<file path="config.mk">
export PLATFORM = sky130hd
export DESIGN_NAME = move_controller
export DESIGN_NICKNAME = d
export VERILOG_FILES = /design/src/rtl/othello_pkg.sv /design/src/rtl/move_step.sv /design/src/rtl/move_controller.sv
export SDC_FILE = /design/constraint.sdc
export NUM_CORES = 1
export LEC_CHECK = 0
export BUFFER_PORTS_ARGS = -buffer_cell sky130_fd_sc_hd__buf_2
export CORE_AREA = 8 8 73 75
export DETAILED_ROUTE_END_ITERATION = 12
export DIE_AREA = 0 0 81 83
export PLACE_DENSITY = 0.75
export SETUP_SLACK_MARGIN = 0.1
export SYNTH_ARGS = -nofsm -noshare
export SYNTH_HDL_FRONTEND = slang
export SYNTH_SLANG_ARGS = --single-unit
</file>
<file path="constraint.sdc">
create_clock -name clock -period 5.2 [get_ports clock]
set_clock_uncertainty 0.05 [all_clocks]
set_input_delay 0 -clock clock [delete_from_list [all_inputs] [get_ports clock]]
set_output_delay 0 -clock clock [all_outputs]
set_load 0.05 [all_outputs]
</file>
<file path="src/rtl/othello_pkg.sv">
// Shared Othello definitions: cell encoding, direction step tables and
// the move_controller state enum (also shown on the main controller debug display).
package othello_pkg;

    localparam logic [1:0] CELL_EMPTY = 2'b00;
    localparam logic [1:0] CELL_BLACK = 2'b01;
    localparam logic [1:0] CELL_WHITE = 2'b10;

    // Indexed by direction 0..7 = N, NE, E, SE, S, SW, W, NW; 4-bit two's complement steps
    localparam logic [7:0][3:0] DIR_DX = {4'hF, 4'hF, 4'hF, 4'h0, 4'h1, 4'h1, 4'h1, 4'h0};
    localparam logic [7:0][3:0] DIR_DY = {4'hF, 4'h0, 4'h1, 4'h1, 4'h1, 4'h0, 4'hF, 4'hF};

    typedef enum logic [3:0] {
        MV_IDLE,
        MV_RD_TGT,
        MV_EV_TGT,
        MV_DIR_INIT,
        MV_SCAN_RD,
        MV_SCAN_EV,
        MV_FLIP,
        MV_NEXT_DIR,
        MV_PLACE,
        MV_DONE,
        MV_REJECT
    } mv_state_t;

    function automatic logic [1:0] own_cell(input logic player);
        return player ? CELL_WHITE : CELL_BLACK;
    endfunction

    function automatic logic [1:0] opp_cell(input logic player);
        return player ? CELL_BLACK : CELL_WHITE;
    endfunction

endpackage

</file>
<file path="src/rtl/move_step.sv">
// One board step from (x, y) in direction dir; in_bounds is low when the
// step would leave the 8x8 board, so callers never form a wrapped address.
module move_step
    import othello_pkg::*;
(
    input  logic [2:0] x,
    input  logic [2:0] y,
    input  logic [2:0] dir,
    output logic [2:0] nx,
    output logic [2:0] ny,
    output logic       in_bounds
);

    logic [3:0] sx;
    logic [3:0] sy;

    // -1 and 8 both set bit 3, which is the only way a step can leave the board
    assign sx        = {1'b0, x} + DIR_DX[dir];
    assign sy        = {1'b0, y} + DIR_DY[dir];
    assign nx        = sx[2:0];
    assign ny        = sy[2:0];
    assign in_bounds = ~sx[3] & ~sy[3];

endmodule

</file>
<file path="src/rtl/move_controller.sv">
// Sequences one Othello move against the board RAM: target check, eight-way
// bracket scan, flips, placement, then ack or invalid to the main controller.
//   state    | meaning
//   IDLE     | waiting for new_move, latch player/cursor
//   RD_TGT   | read target cell
//   EV_TGT   | target occupied -> reject, else start at direction 0
//   DIR_INIT | first step of current direction
//   SCAN_RD  | read ray cell
//   SCAN_EV  | extend run, bracket found, or give up on direction
//   FLIP     | write own colour along the bracketed run
//   NEXT_DIR | advance direction or finish
//   PLACE    | write own colour at target
//   DONE     | ack held until new_move low
//   REJECT   | invalid held until new_move low
module move_controller
    import othello_pkg::*;
(
    input  logic       clock,
    input  logic       reset,
    input  logic       new_move,
    input  logic       player,
    input  logic [2:0] cur_x,
    input  logic [2:0] cur_y,
    output logic [5:0] mem_addr,
    input  logic [1:0] mem_rdata,
    output logic [1:0] mem_wdata,
    output logic       mem_we,
    output logic       busy,
    output logic       ack,
    output logic       invalid,
    output logic [4:0] flip_count
);

    mv_state_t  state, state_n;
    logic       player_q, player_n;
    logic [2:0] tgt_x, tgt_x_n, tgt_y, tgt_y_n;
    logic [2:0] pos_x, pos_x_n, pos_y, pos_y_n;
    logic [2:0] dir, dir_n;
    logic [2:0] run, run_n;
    logic [4:0] flips_n;

    logic [2:0] tstep_x, tstep_y, pstep_x, pstep_y;
    logic       tstep_ok, pstep_ok;

    move_step u_step_tgt (
        .x(tgt_x), .y(tgt_y), .dir(dir),
        .nx(tstep_x), .ny(tstep_y), .in_bounds(tstep_ok)
    );

    move_step u_step_pos (
        .x(pos_x), .y(pos_y), .dir(dir),
        .nx(pstep_x), .ny(pstep_y), .in_bounds(pstep_ok)
    );

    always_ff @(posedge clock or posedge reset) begin
        if (reset) begin
            state      <= MV_IDLE;
            player_q   <= 1'b0;
            tgt_x      <= 3'd0;
            tgt_y      <= 3'd0;
            pos_x      <= 3'd0;
            pos_y      <= 3'd0;
            dir        <= 3'd0;
            run        <= 3'd0;
            flip_count <= 5'd0;
        end else begin
            state      <= state_n;
            player_q   <= player_n;
            tgt_x      <= tgt_x_n;
            tgt_y      <= tgt_y_n;
            pos_x      <= pos_x_n;
            pos_y      <= pos_y_n;
            dir        <= dir_n;
            run        <= run_n;
            flip_count <= flips_n;
        end
    end

    always_comb begin
        state_n  = state;
        player_n = player_q;
        tgt_x_n  = tgt_x;
        tgt_y_n  = tgt_y;
        pos_x_n  = pos_x;
        pos_y_n  = pos_y;
        dir_n    = dir;
        run_n    = run;
        flips_n  = flip_count;
        case (state)
            MV_IDLE: begin
                if (new_move) begin
                    player_n = player;
                    tgt_x_n  = cur_x;
                    tgt_y_n  = cur_y;
                    flips_n  = 5'd0;
                    state_n  = MV_RD_TGT;
                end
            end
            MV_RD_TGT: state_n = MV_EV_TGT;
            MV_EV_TGT: begin
                if (mem_rdata == CELL_BLACK || mem_rdata == CELL_WHITE) begin
                    state_n = MV_REJECT;
                end else begin
                    dir_n   = 3'd0;
                    state_n = MV_DIR_INIT;
                end
            end
            MV_DIR_INIT: begin
                pos_x_n = tstep_x;
                pos_y_n = tstep_y;
                run_n   = 3'd0;
                state_n = tstep_ok ? MV_SCAN_RD : MV_NEXT_DIR;
            end
            MV_SCAN_RD: state_n = MV_SCAN_EV;
            MV_SCAN_EV: begin
                if (mem_rdata == opp_cell(player_q)) begin
                    run_n = run + 3'd1;
                    if (pstep_ok) begin
                        pos_x_n = pstep_x;
                        pos_y_n = pstep_y;
                        state_n = MV_SCAN_RD;
                    end else begin
                        state_n = MV_NEXT_DIR;
                    end
                end else if (mem_rdata == own_cell(player_q) && run != 3'd0) begin
                    // Rewind to the first disc next to the target and flip outward
                    pos_x_n = tstep_x;
                    pos_y_n = tstep_y;
                    state_n = MV_FLIP;
                end else begin
                    state_n = MV_NEXT_DIR;
                end
            end
            MV_FLIP: begin
                pos_x_n = pstep_x;
                pos_y_n = pstep_y;
                run_n   = run - 3'd1;
                flips_n = flip_count + 5'd1;
                if (run == 3'd1) state_n = MV_NEXT_DIR;
            end
            MV_NEXT_DIR: begin
                if (dir == 3'd7) begin
                    state_n = (flip_count != 5'd0) ? MV_PLACE : MV_REJECT;
                end else begin
                    dir_n   = dir + 3'd1;
                    state_n = MV_DIR_INIT;
                end
            end
            MV_PLACE: state_n = MV_DONE;
            MV_DONE: begin
                if (!new_move) state_n = MV_IDLE;
            end
            MV_REJECT: begin
                flips_n = 5'd0;
                if (!new_move) state_n = MV_IDLE;
            end
            default: state_n = MV_IDLE;
        endcase
    end

    always_comb begin
        case (state)
            MV_RD_TGT, MV_PLACE: mem_addr = {tgt_y, tgt_x};
            MV_SCAN_RD, MV_FLIP: mem_addr = {pos_y, pos_x};
            default:             mem_addr = 6'd0;
        endcase
    end

    assign mem_we    = (state == MV_FLIP) || (state == MV_PLACE);
    assign mem_wdata = (state == MV_IDLE) ? CELL_EMPTY : own_cell(player_q);
    assign busy      = !(state == MV_IDLE || state == MV_DONE || state == MV_REJECT);
    assign ack       = (state == MV_DONE);
    assign invalid   = (state == MV_REJECT);

endmodule

</file>
Yosys cells after proc, flatten, opt, wreduce, memory -nomap -nowiden
Memories as Yosys holds them, arrays and structs flattened.
Cells that the tools add are included.

storage, ports and cells
  register bits after elaboration = 28
  bits in latches = 0
  RAM bits = 0
  bits in read-only memories = 64
  bits of input ports = 12
  output and inout port bits = 17
  logic and storage cells = 103
  memories = 2

memories
  memory           words  width  rd ports  clocked after Yosys merged registers in  wr ports  line             text
  (no name shown)  8      4      1         0                                        0         move_step.sv:18  assign sx = {1'b0, x} + DIR_DX[dir];
  (no name shown)  8      4      1         0                                        0         move_step.sv:19  assign sy = {1'b0, y} + DIR_DY[dir];

cells by class
  add/sub/neg operators = 8
  $mul = 0
  divide/modulo/power cells = 0
  magnitude comparators = 1
  equal/unequal tests = 24
  shifts and indexed selects = 0
  muxes and demuxes = 32
  bitwise operators = 6
  reduce and logical (&&, ||, !) cells = 21

operators with widths
  cell                                                 number
  case mux 4 bit (10 select lines)                     1
  2-to-1 mux 4 bit                                     8
  2-to-1 mux 3 bit                                     9
  case mux 3 bit (3 select lines)                      3
  adder 3 x 4 -> 4 bit                                 4
  equality test 4 x 3 -> 1 bit, second input constant  4
  case mux 5 bit (3 select lines)                      1
  equality test 4 bit, second input constant           3
  2-to-1 mux 2 bit                                     6
  != test 2 bit, second input constant                 6
  case mux 6 bit (2 select lines)                      1
  AND reduction 3 bit                                  3
  nonzero test 3 bit                                   3
  equality test 4 x 2 -> 1 bit, second input constant  2
  adder 3 x 1 -> 3 bit, second input constant          2
  != test 3 bit, second input constant                 2
  case mux 3 bit (2 select lines)                      1
  AND reduction 2 bit                                  3
  OR reduction 2 bit                                   3
  adder 5 x 1 -> 5 bit, second input constant          1
  2-to-1 mux 5 bit                                     1
  nonzero test 5 bit                                   1
  equality test 2 bit                                  2
  equality test 4 x 1 -> 1 bit, second input constant  1
  other kinds (14)                                     21

Logic depth before layout (Yosys ltp)
Gate-level depths: netlist of run 1.

  depth in word-level cells = 8
  gate-level depth with buffers = 11
  gate-level depth less buffers = 10

Modules after synthesis
Synthesis of run 1 repeated with hierarchy kept, for this count alone.

second synthesis, totals
  cell total of the unflattened synthesis = 254
  area total of the unflattened synthesis = 2,334.7 µm²

modules (own cells, without submodules)
  module           times used  cells an instance  area an instance (µm²)  sequential area each (µm²)
  move_controller  1           204                1,884.3                 700.7
  move_step        2           25                 225.2                   0.0

Worst setup path before layout of run 1
No wires, ideal clock.

  path kind = register to register
  start point = reg dir[1]
  end point = reg pos_x[0]
  setup time = 0.128 ns
  arrival = 2.729 ns
  data required time = 5.022 ns
  slack = 2.293 ns
  cell stages (with the launch flop) = 9
  buffers on the path = 0
  clock period less this slack = 2.907 ns
  cells stage by stage = dfrtp_1 o21ai_0 ha_1 a21o_1 a21oi_1 xor2_1 a211oi_4 nor2_4 mux2_1

between the ends
  longest elaborated chain between the ends = 7
  elaborated cells between the ends (all ways) = 16
  classes of those cells = add/sub (3); eq/ne (1); mux (6); bitwise (3); reduce/logical (1); memory (2)

ends and longest elaborated chain
  what                                     line                              text
  from (decl)                              move_controller.sv:38             logic [2:0] dir, dir_n;
  from (signal assigned)                   move_controller.sv:73             dir <= dir_n;
  memory (8 x 4 bit) (on tied branches)    -
  2-to-1 mux 4 bit (on tied branches)      -
  adder 3 x 4 -> 4 bit (on tied branches)  move_step.sv:18, move_step.sv:19
  NOT 1 bit                                move_step.sv:22                   assign in_bounds = ~sx[3] & ~sy[3];
  bitwise AND 1 bit                        move_step.sv:22
  != test 3 bit (no line)                  -
  AND reduction 3 bit (no line)            -
  to (signal assigned)                     move_controller.sv:71             pos_x <= pos_x_n;
  to (decl)                                move_controller.sv:37             logic [2:0] pos_x, pos_x_n, pos_y, pos_y_n;

Parallel ways exist; a longest one is shown, timed or not. The select of a mux whose other input is x is not followed.
A chain may end at the register's enable or synchronous reset.

Worst setup path after layout of run 1
  start point = reg dir[1]
  end point = reg pos_x[1]

Same word-level chain as after synthesis.

==> results.md, run 1 <==
- Fmax: 353 MHz
- Max-cap violations: 0
- Core Box Area: 4200 µm²
- Drt pass-1 iters: 4
- Total grt overflow: 0
- DRT Wirelength: 5360 µm
- # clock sinks: 28
- Met1 Use GR: 0.218
- Design area: 2540 µm²
- Post-Syn Nets: 271
- WHS: 0.266 ns
- Share of cells above drive strength 1: 0.218
- Number of antenna violations at the first check in global routing: 0
- Min-Delay Path Class: input port to asynchronous set/reset pin
- DP HPWL: 3910 µm
- Synth Register Bits: 28
- Sequential-to-total area share from yosys stat: 0.315
- DRC errors left: 0
- Worst setup EP type: flip-flop
- GRT Util Overall: 0.168
- Drt wl/cell: 16.6 µm
- Number of flops mapped to enable cells by yosys: 0
- Routed Antenna Nets: 0
- Critical path arrival: 2.95 ns
- Placed instance area: 2400 µm²
- Synth-to-layout area growth: 14.4%
- Final min period: 2.84 ns
- Final setup viols: 0
- Post-layout net count: 306
- Yosys warns: 0
- Busiest grt layer: met2
- Worst Tran Pin Value: 0.740 ns
- Unique cell type count in the Yosys netlist: 50
- Vias in the first global route: 1,921
- Post-synth top flop: dfrtp_1
- Worst Path Required: 5.32 ns
- Std-Cell Rows: 24
- Clock buffer count from CTS: 3
- Max Root-Sink Buffers: 2
- Via total after detailed routing: 1,938
- Largest net degree at the start of global routing: 29
- Die H: 83 µm
- CTS tree: built
- Post-Syn Instances: 237
- Mean Syn Cell Area: 9.38 µm²
- DRT iter0 DRCs: 163
- Io pins: 29
- Slew margin rel.: 0.507
- CTS H-tree depth: 1
- ANT cells: 0
- Root Driver: clkbuf_8
- Setup Crit Path Kind: flip-flop to flip-flop
- Worst-path clk slew: 0.10 ns
- Fin crit share: 0.545
- Status: complete, no violations
- Final Hold Fails: 0
- Unrepaired setup endpoints after global routing: false
- Clock latency on the worst-skew pair: 0.28 ns
- Grt met3 use: 0.0345
- Ys async rst share: 1.00
- Commonest cells after routing, fill and taps aside: dfrtp_1 (28), buf_2 (28), ha_1 (20)
- Initial core utilization: 0.529
- DIE WIDTH: 81 µm
- CP Max Fanout: 8
- Drt via density: 6.00
- Final core occ: 0.605
- Post-Route Setup TNS: 0 ns
- First-pass GRT wire length: 9210 µm
- CP startpoint kind: flip-flop
- Max-slew violation count: 0
- Mapped Area: 2220 µm²
- GR Util met2: 0.263
- Area of the die: 6720 µm²
- Gpl congestion: 0.909
- Worst reg2reg path depth: 11
- Port-buffer cells: 28
## area by class of cell
cell class	instances	area, µm²
fill	370	1660
multi-input combinational	187	1430
sequential	28	701
timing repair buffer	39	245
tap	52	65.1
clock buffer	4	55.1
inverter	13	48.8
## layer usage
layer | up-vias | share of wire | routed length, µm
li1 | 940 | - | -
met3 | 13 | 0.070 | 377
met4 | 0 | 0.026 | 138
met1 | 906 | 0.44 | 2380
met2 | 79 | 0.46 | 2470
met5 | - | 0 | 0
## final timing paths
check	startpoint	end	slack [ns]
max	dir[1]$_DFFE_PP0P_	pos_x[1]$_DFFE_PP0P_	2.36
min	reset	tgt_x[0]$_DFFE_PP0P_	0.27
max reg2reg	dir[1]$_DFFE_PP0P_	pos_x[1]$_DFFE_PP0P_	2.36
min reg2reg	flip_count[4]$_DFFE_PP0P_	flip_count[4]$_DFFE_PP0P_	0.46
max in group asynchronous	reset	state[1]$_DFFE_PP0P_	4.56
min in group clock	mem_rdata[1]	dir[2]$_DFFE_PP0P_	0.34
## stage by stage
stage               instances  setup WS (ns)
finish                    323           2.36
global route              323           2.22
CTS                       323           2.40
detailed placement        310           2.45
global placement          310           2.53
floorplan                 237           2.29
## cells by family (layout without fill, tap and decap cells)
group	count (synthesis)	count (layout)	share of synthesized area
and+or+nand+nor	74	74	0.181
AOI/OAI and AO/OA	65	65	0.207
DFF	28	28	0.315
adders and majority gates	22	22	0.131
buffers and inverters	22	56	0.0428
muxes	17	17	0.0878
xor gates and xnor gates	9	9	0.0355
## worst max-delay path: stages, from the launching register on
cell and delay (ns):
dfrtp_1 0.44, ha_1 0.22, nand2_1 0.06, o21ai_0 0.07
buf_4 0.18, ha_1 0.30, a21o_1 0.19, a21oi_1 0.20
xor2_1 0.31, a211oi_4 0.13, nor2_4 0.22, mux2_1 0.35
## synth_stat cells (3+ instances only)
library cell	instances	area share
dfrtp_1	28	0.32
ha_1	20	0.11
nand2_1	18	0.030
o21ai_0	18	0.041
inv_1	13	0.022
nor2_1	13	0.022
mux2_2	12	0.061
nor3_1	12	0.027
a21oi_1	11	0.025
nor3b_1	6	0.020
a31oi_1	5	0.014
xor2_1	5	0.020
a21o_1	4	0.014
a22o_1	4	0.016
a32oi_1	4	0.016
buf_2	4	0.0090
mux2_1	4	0.020
nand2b_1	4	0.011
nor2b_1	4	0.011
xnor2_1	4	0.016
clkbuf_1	3	0.0051
nand4_1	3	0.0084
or2_2	3	0.0084
## flip-flops by register name (all words and copies together) (netlist names)
| register | flops |
|---|---|
| flip_count | 5 |
| state | 4 |
| dir | 3 |
| pos_x | 3 |
| pos_y | 3 |
| run | 3 |
| tgt_x | 3 |
| tgt_y | 3 |
| player_q | 1 |
## timing repair
item | in CTS | in global routing
resized for setup | 0 | 0
hold endpoints to repair | 36 | 0
hold buffers | 9 | 0
buffers inserted | 0 | 0
Power of run 1 is left out: the tool's default activity adds up to more than one toggle a clock period on the data nets, which glitch-free logic cannot reach.
==> run 2: changes to the inputs <==
- CORE_AREA: 8 8 73 75 -> 8 8 75 77
- DIE_AREA: 0 0 81 83 -> 0 0 83 85
- PLACE_DENSITY: 0.75 -> 0.74
- clock period: 5.2 -> 2.45 ns (I/O delays scaled with it)
==> run 2 against run 1 <==
Compared with the run above: design area is 10% higher; maximum frequency is 19% higher; hold slack better by 0.016 ns; register-to-register slack worse by 2.3 ns; non-clock buffer count is 18 higher; routed wire length is 10% higher; flip-flop and latch count stayed put; final cell count is 6.2% higher; critical path depth is 2 lower; largest cell class unchanged; count of clock-buffer cells in the layout stayed put; critical endpoint is now pos_y[0]$_DFFE_PP0P_; worst setup slack worse by 2.3 ns.
==> results.md, run 2 (synthesis gave the netlist of run 1 again) <==
- Status: complete, no violations
- Flip-flop count of the largest register after layout: 5
- Die H: 85 µm
- Clock latency on the worst-skew pair: 0.28 ns
- Unrepaired setup endpoints after global routing: true
- Worst reg-to-reg setup slack: 0.06 ns
- Final Hold Fails: 0
- # clock sinks: 28
- ANT cells: 0
- Share of cells above drive strength 1: 0.332
- Worst flop-to-flop path startpoint: dir[1]$_DFFE_PP0P_
- First-pass GRT wire length: 9700 µm
- Core Box Area: 4540 µm²
- Largest net degree at the start of global routing: 29
- Top Registers: flip_count: 5 flops, state: 4 flops
- Area of the multi-input gates: 1550 µm²
- Fillers: 385
- Final min period: 2.39 ns
- CP startpoint kind: flip-flop
- Critical path arrival: 2.51 ns
- DIE WIDTH: 83 µm
- GRT Util Overall: 0.165
- Synth-to-layout area growth: 26.2%
- Clock buffer count from CTS: 3
- Post-layout net count: 324
- Std-Cell Rows: 25
- Slew margin rel.: 0.577
- Number of antenna violations at the first check in global routing: 0
- Area of the die: 7060 µm²
- Final setup viols: 0
- WHS: 0.282 ns
- Vias in the first global route: 2,022
- Drt wl/cell: 17.2 µm
- DRT Wirelength: 5910 µm
- Via total after detailed routing: 2,036
- Fmax: 419 MHz
- CTS H-tree depth: 1
- Worst-path clk slew: 0.10 ns
- Setup Crit Path Kind: flip-flop to flip-flop
- CTS tree: built
- DRC errors left: 0
- CP Max Fanout: 6
- Drt via density: 5.94
- Drt pass-1 iters: 4
- DP HPWL: 4230 µm
- Sequential cell area: 701 µm²
- Worst Path Required: 2.58 ns
- Inst Count DP: 323
- Initial core utilization: 0.490
- Port-buffer cells: 28
- Design area: 2810 µm²
- Root Driver: clkbuf_8
- Max-slew violation count: 0
- Total grt overflow: 0
- Finished Layout Cells: 343
- DRT iter0 DRCs: 164
- Routed Antenna Nets: 0
- Min-Delay Path Class: input port to asynchronous set/reset pin
- Max Root-Sink Buffers: 2
- Io pins: 29
- Register with the most flip-flops: flip_count
- Worst Setup SP: dir[1]$_DFFE_PP0P_
- Gpl congestion: 0.936
- Max-cap violations: 0
- Worst Tran Pin Value: 0.631 ns
- Commonest cells after routing, fill and taps aside: dfrtp_1 (28), buf_2 (28), buf_4 (19)
- Worst setup EP type: flip-flop
- Placed instance area: 2520 µm²
- Fin crit share: 0.974
-- run 2: area by class of cell --
class	instances	area share
Multi-Input combinational cell	187	0.552
Sequential cell	28	0.250
Timing Repair Buffer	57	0.137
Tap cell	54	0.0241
Clock buffer	4	0.0196
Inverter	13	0.0174
-- run 2: stage by stage --
step            util  setup TNS, ns  setup WS, ns
3_3_place_gp   0.557        -0.0772       -0.0772
6_report       0.619              0        0.0639
2_1_floorplan      -              0        0.0129
3_5_place_dp   0.557        -0.0773       -0.0773
5_1_grt        0.619         -0.441       -0.0793
4_1_cts        0.604              0        0.0250
-- run 2: worst max-delay path, cell delays in order, from the launching register on --
cell	delay (ns)
dfrtp_1	0.40
buf_4	0.16
o21ai_4	0.21
ha_4	0.23
a21o_1	0.16
a21oi_2	0.16
xor2_2	0.22
a211oi_4	0.11
nor2_4	0.26
mux2_4	0.32
-- run 2: path summary, 6_finish.rpt --
kind	cells after the start	endpoint
hold reg to reg	1	flip_count[4]$_DFFE_PP0P_
max in group asynchronous	4	flip_count[1]$_DFFE_PP0P_
setup / recovery	9	pos_y[0]$_DFFE_PP0P_
hold / removal	4	tgt_x[2]$_DFFE_PP0P_
min in group clock	5	dir[2]$_DFFE_PP0P_
setup reg to reg	9	pos_y[0]$_DFFE_PP0P_
-- run 2: routing by layer --
layer  wire [µm]  track usage  up-vias
met5           0            0        -
met4          76       0.0447        0
met3         372       0.0421        8
met2        2980        0.288       65
met1        2480        0.194      987
li1            -            -      976
-- run 2: repair_timing --
action	in CTS	in global routing
pin swaps	12	9
setup buffers	5	2
endpoints found under the hold margin	36	0
endpoints found under the setup margin	7	8
resized for setup	5	8
hold buffers	9	0
Power of run 2 is left out for the same reason.
==> run 3: changes to the inputs <==
--- a/config.mk
+++ b/config.mk
@@ -8,6 +8,6 @@
 export BUFFER_PORTS_ARGS = -buffer_cell sky130_fd_sc_hd__buf_2
-export CORE_AREA = 8 8 75 77
+export CORE_AREA = 8 8 73 75
 export DETAILED_ROUTE_END_ITERATION = 12
-export DIE_AREA = 0 0 83 85
-export PLACE_DENSITY = 0.74
+export DIE_AREA = 0 0 81 83
+export PLACE_DENSITY = 0.75
 export SETUP_SLACK_MARGIN = 0.1
==> constraint.sdc (replaced) <==
create_clock -name clock -period 3.1 [get_ports clock]
set_clock_uncertainty 0.05 [all_clocks]
set_input_delay 0.31 -clock clock [delete_from_list [all_inputs] [get_ports clock]]
set_output_delay 0.31 -clock clock [all_outputs]
set_load 0.05 [all_outputs]
==> run 3 against run 2 <==
Compared with the run above: largest cell class unchanged; critical path depth up 1; critical path type unchanged; critical endpoint unchanged; hold slack worse by 0.25 ns; register-to-register slack better by 0.36 ns.
==> results.md, run 3 (synthesis gave the netlist of run 1 again) <==
- Status: complete, no violations
- Initial core utilization: 0.529
- Drt via density: 5.91
- Worst reg2reg path depth: 10
- Met3 wire length: 297 µm
- First-pass GRT wire length: 8740 µm
- DRT iter0 DRCs: 89
- Unrepaired setup endpoints after global routing: false
- Post-cts hold buffer count: 0
- Final min period: 2.68 ns
- Io pins: 29
- Worst flop-to-flop path startpoint: dir[1]$_DFFE_PP0P_
- Post-Place Setup Slack: 0.425 ns
- Fmax: 373 MHz
- Core Box Area: 4200 µm²
- GRT Util Overall: 0.159
- DRT Wirelength: 5110 µm
- DP HPWL: 3830 µm
- Post-layout net count: 300
- Die H: 83 µm
- Routed Antenna Nets: 0
- CP startpoint kind: flip-flop
- Worst Path Required: 3.22 ns
- Worst setup EP type: flip-flop
- Largest net degree at the start of global routing: 29
- Share of cells above drive strength 1: 0.234
- Gpl congestion: 0.909
- Critical path arrival: 2.80 ns
- Drt wl/cell: 16.1 µm
- Via total after detailed routing: 1,873
- Setup Crit Path Kind: flip-flop to flip-flop
- RR Endpoint: pos_y[0]$_DFFE_PP0P_
- Register with the most flip-flops: flip_count
- Final setup viols: 0
- DIE WIDTH: 81 µm
- Post-Route Setup TNS: 0 ns
- Max-cap violations: 0
- Fin crit share: 0.864
- Worst-path clk slew: 0.10 ns
- Drt pass-1 iters: 4
- Flip-flop count of the largest register after layout: 5
- ANT cells: 0
- Top Layer Used: met4
- CP Max Fanout: 7
- Worst setup margin: 0.422 ns
- Clock latency on the worst-skew pair: 0.28 ns
- WL met1: 2400 µm
- Commonest cells after routing, fill and taps aside: dfrtp_1 (28), buf_2 (28), ha_1 (20)
- Std-Cell Rows: 24
- Root Driver: clkbuf_8
- Min-Delay Path Class: input port to asynchronous set/reset pin
- Final Hold Fails: 0
- Slew margin rel.: 0.617
- Max Root-Sink Buffers: 2
- DRC errors left: 0
- Post-CTS setup buffers: 0
- CTS tree: built
- Worst reg-to-reg setup slack: 0.42 ns
- Worst Tran Pin Value: 0.570 ns
- CTS H-tree depth: 1
- Max-slew violation count: 0
- Vias in the first global route: 1,806
- Post-cts resize count: 0
- Met2 wire len: 2350 µm
- Clock buffer count from CTS: 3
- Top Registers: flip_count: 5 flops, state: 4 flops
- # clock sinks: 28
- Port-buffer cells: 28
- Area of the die: 6720 µm²
- Number of antenna violations at the first check in global routing: 0
- Total grt overflow: 0
- Synth-to-layout area growth: 11.3%
run 3: changes by cell type in the layout (fill, tap and decap cells not counted), sizes merged:
cell and change:
dlygate4sd3 -9, buf -15
run 3: final cells by class:
| cell class | instances | area (µm²) |
|---|---|---|
| multi-input combinational | 187 | 1430 |
| fill | 375 | 1730 |
| inverter | 13 | 48.8 |
| timing repair buffer | 33 | 178 |
| clock buffer | 4 | 55.1 |
| sequential | 28 | 701 |
| tap | 52 | 65.1 |
run 3: worst max-delay path: stages (launching register included):
cell      delay (ns)
dfrtp_1         0.44
ha_1            0.22
nand2_1         0.07
o21ai_0         0.11
buf_4           0.20
ha_1            0.30
a21oi_1         0.18
xor2_1          0.31
a211oi_4        0.13
nor2_4          0.22
mux2_1          0.34
run 3: worst max-delay path by stage:
stage	from	end	slack, ns	cells past startpoint
3_3_place_gp	dir[1]$_DFFE_PP0P_	pos_x[0]$_DFFE_PP0P_	0.52	10
6_report	dir[1]$_DFFE_PP0P_	pos_y[0]$_DFFE_PP0P_	0.42	10
2_1_floorplan	dir[1]$_DFFE_PP0P_	pos_x[0]$_DFFE_PP0P_	0.19	8
5_1_grt	dir[1]$_DFFE_PP0P_	state[0]$_DFFE_PP0P_	0.25	10
3_5_place_dp	dir[1]$_DFFE_PP0P_	pos_y[0]$_DFFE_PP0P_	0.42	10
4_1_cts	dir[1]$_DFFE_PP0P_	pos_y[1]$_DFFE_PP0P_	0.42	10
run 3: per-layer routing:
layer / global-route usage / vias up
met1: 0.222 / 883
met4: 0.0472 / 0
li1: - / 928
met2: 0.242 / 56
met5: 0 / -
met3: 0.0259 / 6
run 3: stage by stage:
step | hold slack, ns | cells | util | instance area, µm²
finish | 0.0322 | 317 | 0.589 | 2470
global route | 0.0799 | 317 | 0.589 | 2470
CTS | 0.0501 | 317 | 0.589 | 2470
detailed placement | 0.362 | 313 | 0.576 | 2420
global placement | 0.351 | 313 | 0.576 | 2420
floorplan | 0.325 | 237 | - | 2220
Power of run 3 is left out for the same reason.
